File: config.mk
export PLATFORM = sky130hd
export DESIGN_NAME = mode_sequencer_flat
export DESIGN_NICKNAME = d
export VERILOG_FILES = /design/src/rtl/mode_sequencer_pkg.sv /design/src/rtl/mode_sequencer_if.sv /design/src/rtl/mode_sequencer_debounce.sv /design/src/rtl/mode_sequencer.sv /design/src/flat_wrapper.sv
export SDC_FILE = /design/constraint.sdc
export NUM_CORES = 1
export LEC_CHECK = 0
export CORE_MARGIN = 2
export CORE_UTILIZATION = 58
export CTS_CLUSTER_DIAMETER = 40
export DETAILED_ROUTE_END_ITERATION = 8
export PLACE_DENSITY = 0.87
export SLEW_MARGIN = 20
export SYNTH_ARGS = -nofsm -noshare
export SYNTH_HDL_FRONTEND = slang
export SYNTH_HIERARCHICAL = 1
export SYNTH_SLANG_ARGS = --single-unit
File: constraint.sdc
create_clock -name clk -period 3.38 [get_ports clk]
set_clock_uncertainty 0.2 [all_clocks]
set_input_delay 0.338 -clock clk [delete_from_list [all_inputs] [get_ports clk]]
set_output_delay 0.338 -clock clk [all_outputs]
set_load 0.005 [all_outputs]
File: src/rtl/mode_sequencer_pkg.sv
// Shared definitions for the mode sequencer and the units it gates:
// width helpers and the named mode indices the functional units decode.
package mode_pkg;

  // Ceiling log2 for elaboration-time width calculations.
  function automatic int clog2(input int n);
    int r;
    r = 0;
    while ((1 << r) < n) r++;
    return r;
  endfunction

  // Width needed to hold indices 0..n-1, never narrower than one bit.
  function automatic int width_of(input int n);
    return (clog2(n) < 1) ? 1 : clog2(n);
  endfunction

  localparam int DEFAULT_NUM_MODES = 5;
  localparam int MODE_W            = width_of(DEFAULT_NUM_MODES);

  // Mode indices as decoded by the consuming datapath/display units.
  localparam int MODE_ADD  = 0;
  localparam int MODE_SUB  = 1;
  localparam int MODE_MUL  = 2;
  localparam int MODE_DIV  = 3;
  localparam int MODE_SHOW = 4;

endpackage

File: src/rtl/mode_sequencer_if.sv
// Board-side bundle of the mode sequencer: raw keys, control strobes and
// the mode/enable outputs consumed by the functional units.
//
// Handshake: there is no ready. load is a single-cycle strobe that the
// sequencer always accepts on the edge where it is sampled high; the outcome
// appears on the following cycle as a mode_changed pulse (valid target) or a
// load_err pulse (out-of-range target). hold is a level, not a handshake.
interface mode_sequencer_if #(
  parameter int NUM_MODES = 5
);
  import mode_pkg::*;

  localparam int MODE_W = width_of(NUM_MODES);

  logic              key_next_n;
  logic              key_prev_n;
  logic              hold;
  logic              load;
  logic [MODE_W-1:0] load_mode;
  logic [MODE_W-1:0] mode;
  logic [NUM_MODES-1:0] enables;
  logic              mode_changed;
  logic              load_err;

  modport master (
    output key_next_n, key_prev_n, hold, load, load_mode,
    input  mode, enables, mode_changed, load_err
  );

  modport slave (
    input  key_next_n, key_prev_n, hold, load, load_mode,
    output mode, enables, mode_changed, load_err
  );

endinterface

File: src/rtl/mode_sequencer_debounce.sv
// One pushbutton path: two-flop synchroniser, stability counter and a
// single-cycle press pulse on the released->pressed transition.
module key_debounce
  import mode_pkg::*;
#(
  parameter int DEBOUNCE_CYCLES = 250000
) (
  input  logic clk,
  input  logic rst_n,
  input  logic key_n,
  output logic press
);

  localparam int CNT_W = width_of(DEBOUNCE_CYCLES);
  localparam logic [CNT_W-1:0] CNT_LAST = CNT_W'(DEBOUNCE_CYCLES - 1);

  logic             sync1;
  logic             sync2;
  logic             level;   // debounced level, 1 = released
  logic [CNT_W-1:0] cnt;
  logic [1:0]       fill;    // marks when sync2 carries a real post-reset sample
  logic             armed;   // a released level has been seen since reset
  logic             flip;

  // The level flips on the DEBOUNCE_CYCLES-th consecutive differing cycle.
  assign flip  = (sync2 != level) && (cnt == CNT_LAST);
  // Press fires on the same cycle the level is about to go pressed, so the
  // consumer's register update lands on the flip edge. A key held through
  // reset leaves armed low, so its first debounced press is swallowed.
  assign press = flip && !sync2 && armed;

  // Synchronise, count the disagreement run, and track arming after reset.
  always_ff @(posedge clk or negedge rst_n) begin
    if (!rst_n) begin
      sync1 <= 1'b1;
      sync2 <= 1'b1;
      level <= 1'b1;
      cnt   <= '0;
      fill  <= 2'b00;
      armed <= 1'b0;
    end else begin
      sync1 <= key_n;
      sync2 <= sync1;
      fill  <= {fill[0], 1'b1};
      if (sync2 != level) begin
        if (flip) begin
          level <= sync2;
          cnt   <= '0;
        end else begin
          cnt <= cnt + 1'b1;
        end
      end else begin
        cnt <= '0;
      end
      if (fill[1] && sync2 && level) armed <= 1'b1;
    end
  end

endmodule

File: src/rtl/mode_sequencer.sv
// Board mode register: steps forward/back from two debounced keys or loads
// directly, and drives a registered one-hot enable bus for the mode-gated
// functional units.
module mode_sequencer
  import mode_pkg::*;
#(
  parameter int NUM_MODES       = 5,
  parameter int RESET_MODE      = 0,
  parameter int DEBOUNCE_CYCLES = 250000
) (
  input logic              clk,
  input logic              rst_n,
  mode_sequencer_if.slave  bus
);

  localparam int MODE_W = width_of(NUM_MODES);
  localparam logic [MODE_W-1:0] LAST_MODE  = MODE_W'(NUM_MODES - 1);
  localparam logic [MODE_W-1:0] START_MODE = MODE_W'(RESET_MODE);
  localparam logic [MODE_W:0]   MODE_LIMIT = (MODE_W + 1)'(NUM_MODES);

  logic                 press_next;
  logic                 press_prev;
  logic [MODE_W-1:0]    mode_q;
  logic [NUM_MODES-1:0] enables_q;
  logic                 changed_q;
  logic                 load_err_q;
  logic [MODE_W-1:0]    next_mode;
  logic [MODE_W-1:0]    prev_mode;
  logic                 load_ok;

  key_debounce #(.DEBOUNCE_CYCLES(DEBOUNCE_CYCLES)) u_next (
    .clk   (clk),
    .rst_n (rst_n),
    .key_n (bus.key_next_n),
    .press (press_next)
  );

  key_debounce #(.DEBOUNCE_CYCLES(DEBOUNCE_CYCLES)) u_prev (
    .clk   (clk),
    .rst_n (rst_n),
    .key_n (bus.key_prev_n),
    .press (press_prev)
  );

  function automatic logic [NUM_MODES-1:0] onehot(input logic [MODE_W-1:0] m);
    return NUM_MODES'(1) << m;
  endfunction

  // Wrapping neighbours and load range check; load is the only way an
  // arbitrary code can reach the register, so it alone is checked.
  always_comb begin
    next_mode = (mode_q == LAST_MODE) ? '0 : mode_q + 1'b1;
    prev_mode = (mode_q == '0) ? LAST_MODE : mode_q - 1'b1;
    load_ok   = ({1'b0, bus.load_mode} < MODE_LIMIT);
  end

  // Mode update in priority order: load, hold, cancel, next, prev.
  always_ff @(posedge clk or negedge rst_n) begin
    if (!rst_n) begin
      mode_q     <= START_MODE;
      enables_q  <= onehot(START_MODE);
      changed_q  <= 1'b0;
      load_err_q <= 1'b0;
    end else begin
      changed_q  <= 1'b0;
      load_err_q <= 1'b0;
      if (bus.load) begin
        if (load_ok) begin
          mode_q    <= bus.load_mode;
          enables_q <= onehot(bus.load_mode);
          changed_q <= 1'b1;
        end else begin
          load_err_q <= 1'b1;
        end
      end else if (!bus.hold) begin
        if (press_next && !press_prev) begin
          mode_q    <= next_mode;
          enables_q <= onehot(next_mode);
          changed_q <= 1'b1;
        end else if (press_prev && !press_next) begin
          mode_q    <= prev_mode;
          enables_q <= onehot(prev_mode);
          changed_q <= 1'b1;
        end
      end
    end
  end

  assign bus.mode         = mode_q;
  assign bus.enables      = enables_q;
  assign bus.mode_changed = changed_q;
  assign bus.load_err     = load_err_q;

endmodule

File: src/flat_wrapper.sv
// flat-port wrapper written by rule: the top's interface ports become plain ports
module mode_sequencer_flat import mode_pkg::*;
#(
  parameter int NUM_MODES       = 5,
  parameter int RESET_MODE      = 0,
  parameter int DEBOUNCE_CYCLES = 250000
)
  (clk, rst_n, bus_key_next_n, bus_key_prev_n, bus_hold, bus_load, bus_load_mode, bus_mode, bus_enables, bus_mode_changed, bus_load_err);
  mode_sequencer_if #(.NUM_MODES(NUM_MODES)) bus_i ();
  input logic clk;
  input logic rst_n;
  input wire logic [$bits(bus_i.key_next_n)-1:0] bus_key_next_n;
  input wire logic [$bits(bus_i.key_prev_n)-1:0] bus_key_prev_n;
  input wire logic [$bits(bus_i.hold)-1:0] bus_hold;
  input wire logic [$bits(bus_i.load)-1:0] bus_load;
  input wire logic [$bits(bus_i.load_mode)-1:0] bus_load_mode;
  output wire logic [$bits(bus_i.mode)-1:0] bus_mode;
  output wire logic [$bits(bus_i.enables)-1:0] bus_enables;
  output wire logic [$bits(bus_i.mode_changed)-1:0] bus_mode_changed;
  output wire logic [$bits(bus_i.load_err)-1:0] bus_load_err;
  assign bus_i.key_next_n = bus_key_next_n;
  assign bus_i.key_prev_n = bus_key_prev_n;
  assign bus_i.hold = bus_hold;
  assign bus_i.load = bus_load;
  assign bus_i.load_mode = bus_load_mode;
  assign bus_mode = bus_i.mode;
  assign bus_enables = bus_i.enables;
  assign bus_mode_changed = bus_i.mode_changed;
  assign bus_load_err = bus_i.load_err;
  mode_sequencer #(.NUM_MODES(NUM_MODES), .RESET_MODE(RESET_MODE), .DEBOUNCE_CYCLES(DEBOUNCE_CYCLES)) u_core (.clk(clk), .rst_n(rst_n), .bus(bus_i));
endmodule
==> impl_metrics.json <==
{
  "max_clock_freq_mhz": 310,
  "drtIter0Drc": 228,
  "hold_path_startpoint": "u_core/u_prev/sync1$_DFF_PN1_",
  "finished_layout_cell_area_sq_um": 3350,
  "synth.ff_latch_count": 58,
  "startpoint_type": "flop",
  "vias_per_cell": 6.06,
  "timing.hold.worst.class": "flop to flop",
  "design.portCount": 19,
  "place.gp.congestion": 0.867,
  "final_min_period_over_clock_period": 0.953,
  "worstHoldEndpoint": "u_core/u_prev/sync2$_DFF_PN1_",
  "yosysTopAreaCell": "sky130_fd_sc_hd__dfrtp_1",
  "synth.area.mux_share": 0.0115,
  "post_synthesis_instance_total": 274,
  "ys_dominant_reg_cell": "sky130_fd_sc_hd__dfrtp_1",
  "total_wire_length_after_detailed_routing_mm": 6.52,
  "syn-num-nets": 290,
  "critical_path.slowest_cell": "sky130_fd_sc_hd__or4_1",
  "timing_worst_slew_pin_value_ns": 0.693,
  "async_flop_share": 1.00,
  "slew_limit_headroom": 0.538,
  "peak_supply_drop_uv": 348,
  "numCtsBuffers": 9,
  "place_ws_ns": -0.216,
  "routed_wire_length_per_instance_um": 17.7,
  "clk_root_buffer_cell": "sky130_fd_sc_hd__clkbuf_8",
  "post-route-drc-count": 0,
  "worst_reg2reg_setup_slack_ns": 0.16,
  "die_width_um": 73.7,
  "synth_area_leaders": "sky130_fd_sc_hd__dfrtp_1, sky130_fd_sc_hd__xnor2_1, sky130_fd_sc_hd__dfstp_2",
  "worst_hold_check_slack_ns": 0.157,
  "layout.nets": 325,
  "drv.max_cap_violation_count": 0,
  "post_synth.cell_area_avg_sq_um": 10.3,
  "timing.critical_path.cells": "ha_1 > nand3_1 > or4_1 > nor3_2 > ha_4 > and3b_1 > a311oi_2 > o21a_2 > o21ai_0",
  "clock_pin_slew_reported_for_the_worst_setup_and_hold_paths_after_clock_tree_synthesis_ns": 0.07,
  "rr_endpoint": "u_core/bus.enables[2]$_DFFE_PN0P_",
  "rows": 25,
  "synth.most_common_cell": "sky130_fd_sc_hd__dfrtp_1",
  "synthAdderAreaFrac": 0.0311,
  "synth-seq-area-share": 0.518,
  "leftover_overflow_at_the_end_of_global_routing": 0,
  "synth.cell_area_sq_um": 2820,
  "worst_path_dominant_cell_family": "simple AND/OR/NAND/NOR gates",
  "dpl.cell_count": 351,
  "detailedRoute.firstPassIterationCount": 4,
  "fp.dieH_um": 73.7,
  "grt_pass1_wl_mm": 10.7,
  "worstHoldPathCells": 0,
  "antenna_cells_inserted": 0,
  "postPlaceCellArea_sq_um": 3110,
  "finalPower_mw": 1.47,
  "path_class": "flop to flop",
  "post_synth_cell_types": 42,
  "tritoncts": "yes",
  "critical-path-max-stage-delay_ns": 0.62,
  "synth_edf_count": 0,
  "cts.sink_count": 58,
  "unrepaired_setup_endpoints_after_global_routing": "no",
  "run_status": "complete, no violations",
  "r2r_start": "u_core/u_next/cnt[0]$_DFF_PN0_",
  "grt_start_max_net_pins": 33,
  "effective_utilization_at_floorplan": 0.601,
  "area_growth_syn_to_layout_pct": 18.9,
  "ant_nets": 0,
  "finish.cell_count_without_fillers": 368,
  "hold_violation_total_from_the_final_report": 0,
  "largest_family_of_logic_cells_by_synthesized_area": "simple AND/OR/NAND/NOR gates",
  "timing.critical_path.arrival_ns": 3.23,
  "track_usage": 0.271,
  "critical_path.n_buffers_inverters": 0,
  "yosys.area.top_type_share": 0.453,
  "yosys_warnings": 6,
  "worst_r2r_path_depth": 9,
  "drive_above_1_share": 0.172,
  "critical_path_peak_fanout": 7,
  "power.leakage_nw": 1.36,
  "final-setup-viol-count": 0,
  "power_density_nw_per_um2": 439,
  "cts_post_setup_buffers_inserted": 0,
  "synth_common_cells": "sky130_fd_sc_hd__dfrtp_1, sky130_fd_sc_hd__nor2_1, sky130_fd_sc_hd__xnor2_1",
  "setup_ws_ns": 0.157,
  "cts-htree-levels": 3,
  "final_slew_viol_count": 0,
  "worst_skew_pair.late_latency_ns": 0.33,
  "via_count": 2230,
  "floorplan.die_area_sq_um": 5430,
  "complex_gate_fraction_of_the_synthesized_area": 0.0794,
  "post_synth_xor_area_fraction": 0.0963,
  "cts-root-to-sink-buffers": 2,
  "antenna_found_initial": 0,
  "numPortBuffers": 18,
  "critical_path_required_ns": 3.39,
  "synth_simple_gate_area_share": 0.236,
  "grt_pass1_vias": 2248,
  "design.core.area_sq_um": 4690,
  "worst_setup_path_end_kind": "flop",
  "final_period_minus_worst_setup_slack_ns": 3.22,
  "placed_wire_length_estimate_after_detailed_placement_mm": 4.14
}
-- routing by layer --
metal / share of wire / track usage / vias up
met5: 0 / 0 / -
met4: 0.051 / 0.164 / 0
met3: 0.054 / 0.0754 / 29
met2: 0.50 / 0.434 / 102
met1: 0.40 / 0.323 / 1083
li1: - / - / 1016
-- flip-flops by register name (all words and copies together) (netlist names) --
register,count
u_core/u_prev/sync1,1
u_core/bus.mode,3
u_core/u_next/level,1
u_core/u_prev/level,1
u_core/u_prev/fill,2
u_core/bus.load_err,1
u_core/u_next/armed,1
u_core/bus.mode_changed,1
u_core/u_next/sync1,1
u_core/u_prev/armed,1
u_core/u_prev/cnt,18
u_core/bus.enables,5
u_core/u_prev/sync2,1
u_core/u_next/fill,2
u_core/u_next/sync2,1
u_core/u_next/cnt,18
-- placed cells by master (no fill, tap or decap), types with 4 or more instances in the layout --
cell,netlist,routed
sky130_fd_sc_hd__a21oi_1,5,5
sky130_fd_sc_hd__dfrtp_1,51,51
sky130_fd_sc_hd__inv_1,14,14
sky130_fd_sc_hd__nor3_1,10,8
sky130_fd_sc_hd__nor2_1,41,41
sky130_fd_sc_hd__ha_1,7,6
sky130_fd_sc_hd__nand2_1,18,18
sky130_fd_sc_hd__nand3_1,16,16
sky130_fd_sc_hd__buf_4,0,9
sky130_fd_sc_hd__nand2b_1,6,6
sky130_fd_sc_hd__dfstp_2,7,7
sky130_fd_sc_hd__o21ai_0,9,9
sky130_fd_sc_hd__clkbuf_8,0,10
sky130_fd_sc_hd__xor2_1,7,7
sky130_fd_sc_hd__nand4_1,4,4
sky130_fd_sc_hd__xnor2_1,24,24
sky130_fd_sc_hd__or3_1,4,4
sky130_fd_sc_hd__clkdlybuf4s50_1,0,17
sky130_fd_sc_hd__nor4_1,11,10
-- repair_timing --
item,in CTS,in global routing
resized for setup,4,6
hold buffers,1,0
setup endpoints to repair,6,8
hold endpoints to repair,23,0
-- cell type report --
| class | instances | area, sq um |
|---|---|---|
| Clock buffer | 11 | 141 |
| Clock inverter | 5 | 31.3 |
| Fill cell | 300 | 1340 |
| Inverter | 14 | 52.6 |
| Multi-Input combinational cell | 198 | 1350 |
| Sequential cell | 58 | 1460 |
| Tap cell | 54 | 67.6 |
| Timing Repair Buffer | 28 | 253 |
-- cell families (layout without fill, tap and decap cells) --
| logic type | Yosys count | after routing |
|---|---|---|
| buffers and inverters | 18 | 58 |
| other | 2 | 2 |
| adders and majority gates | 7 | 7 |
| and+or+nand+nor | 126 | 126 |
| AOI/OAI and AO/OA | 29 | 29 |
| DFF | 58 | 58 |
| xor gates and xnor gates | 31 | 31 |
| muxes | 3 | 3 |
-- worst max-delay path by stage --
stage,start,endpoint,slack (ns),depth (start not counted)
after CTS,u_core/u_prev/cnt[10]$_DFF_PN0_,u_core/bus.enables[1]$_DFFE_PN0P_,0.02,10
after detailed placement,u_core/u_prev/cnt[10]$_DFF_PN0_,u_core/bus.enables[1]$_DFFE_PN0P_,-0.22,10
after global routing,u_core/u_prev/cnt[0]$_DFF_PN0_,u_core/bus.enables[1]$_DFFE_PN0P_,0.009,10
final,u_core/u_next/cnt[0]$_DFF_PN0_,u_core/bus.enables[2]$_DFFE_PN0P_,0.16,9
after floorplan,u_core/u_prev/cnt[5]$_DFF_PN0_,u_core/bus.enables[1]$_DFFE_PN0P_,0.44,10
after global placement,u_core/u_prev/cnt[0]$_DFF_PN0_,u_core/bus.enables[1]$_DFFE_PN0P_,0.12,10
-- per-stage QoR --
| step | utilization | setup TNS (ns) |
|---|---|---|
| detailed placement | 0.663 | -0.645 |
| global route | 0.714 | 0 |
| CTS | 0.707 | 0 |
| global placement | 0.663 | 0 |
| floorplan | - | 0 |
| finish | 0.714 | 0 |
-- where the power goes --
group	switching (mW)	internal, mW	leakage [nW]
clock network	0.274	0.283	0.0891
logic	0.0892	0.0768	0.516
registers	0.0256	0.722	0.759
Power figures use the tool's default switching activity.
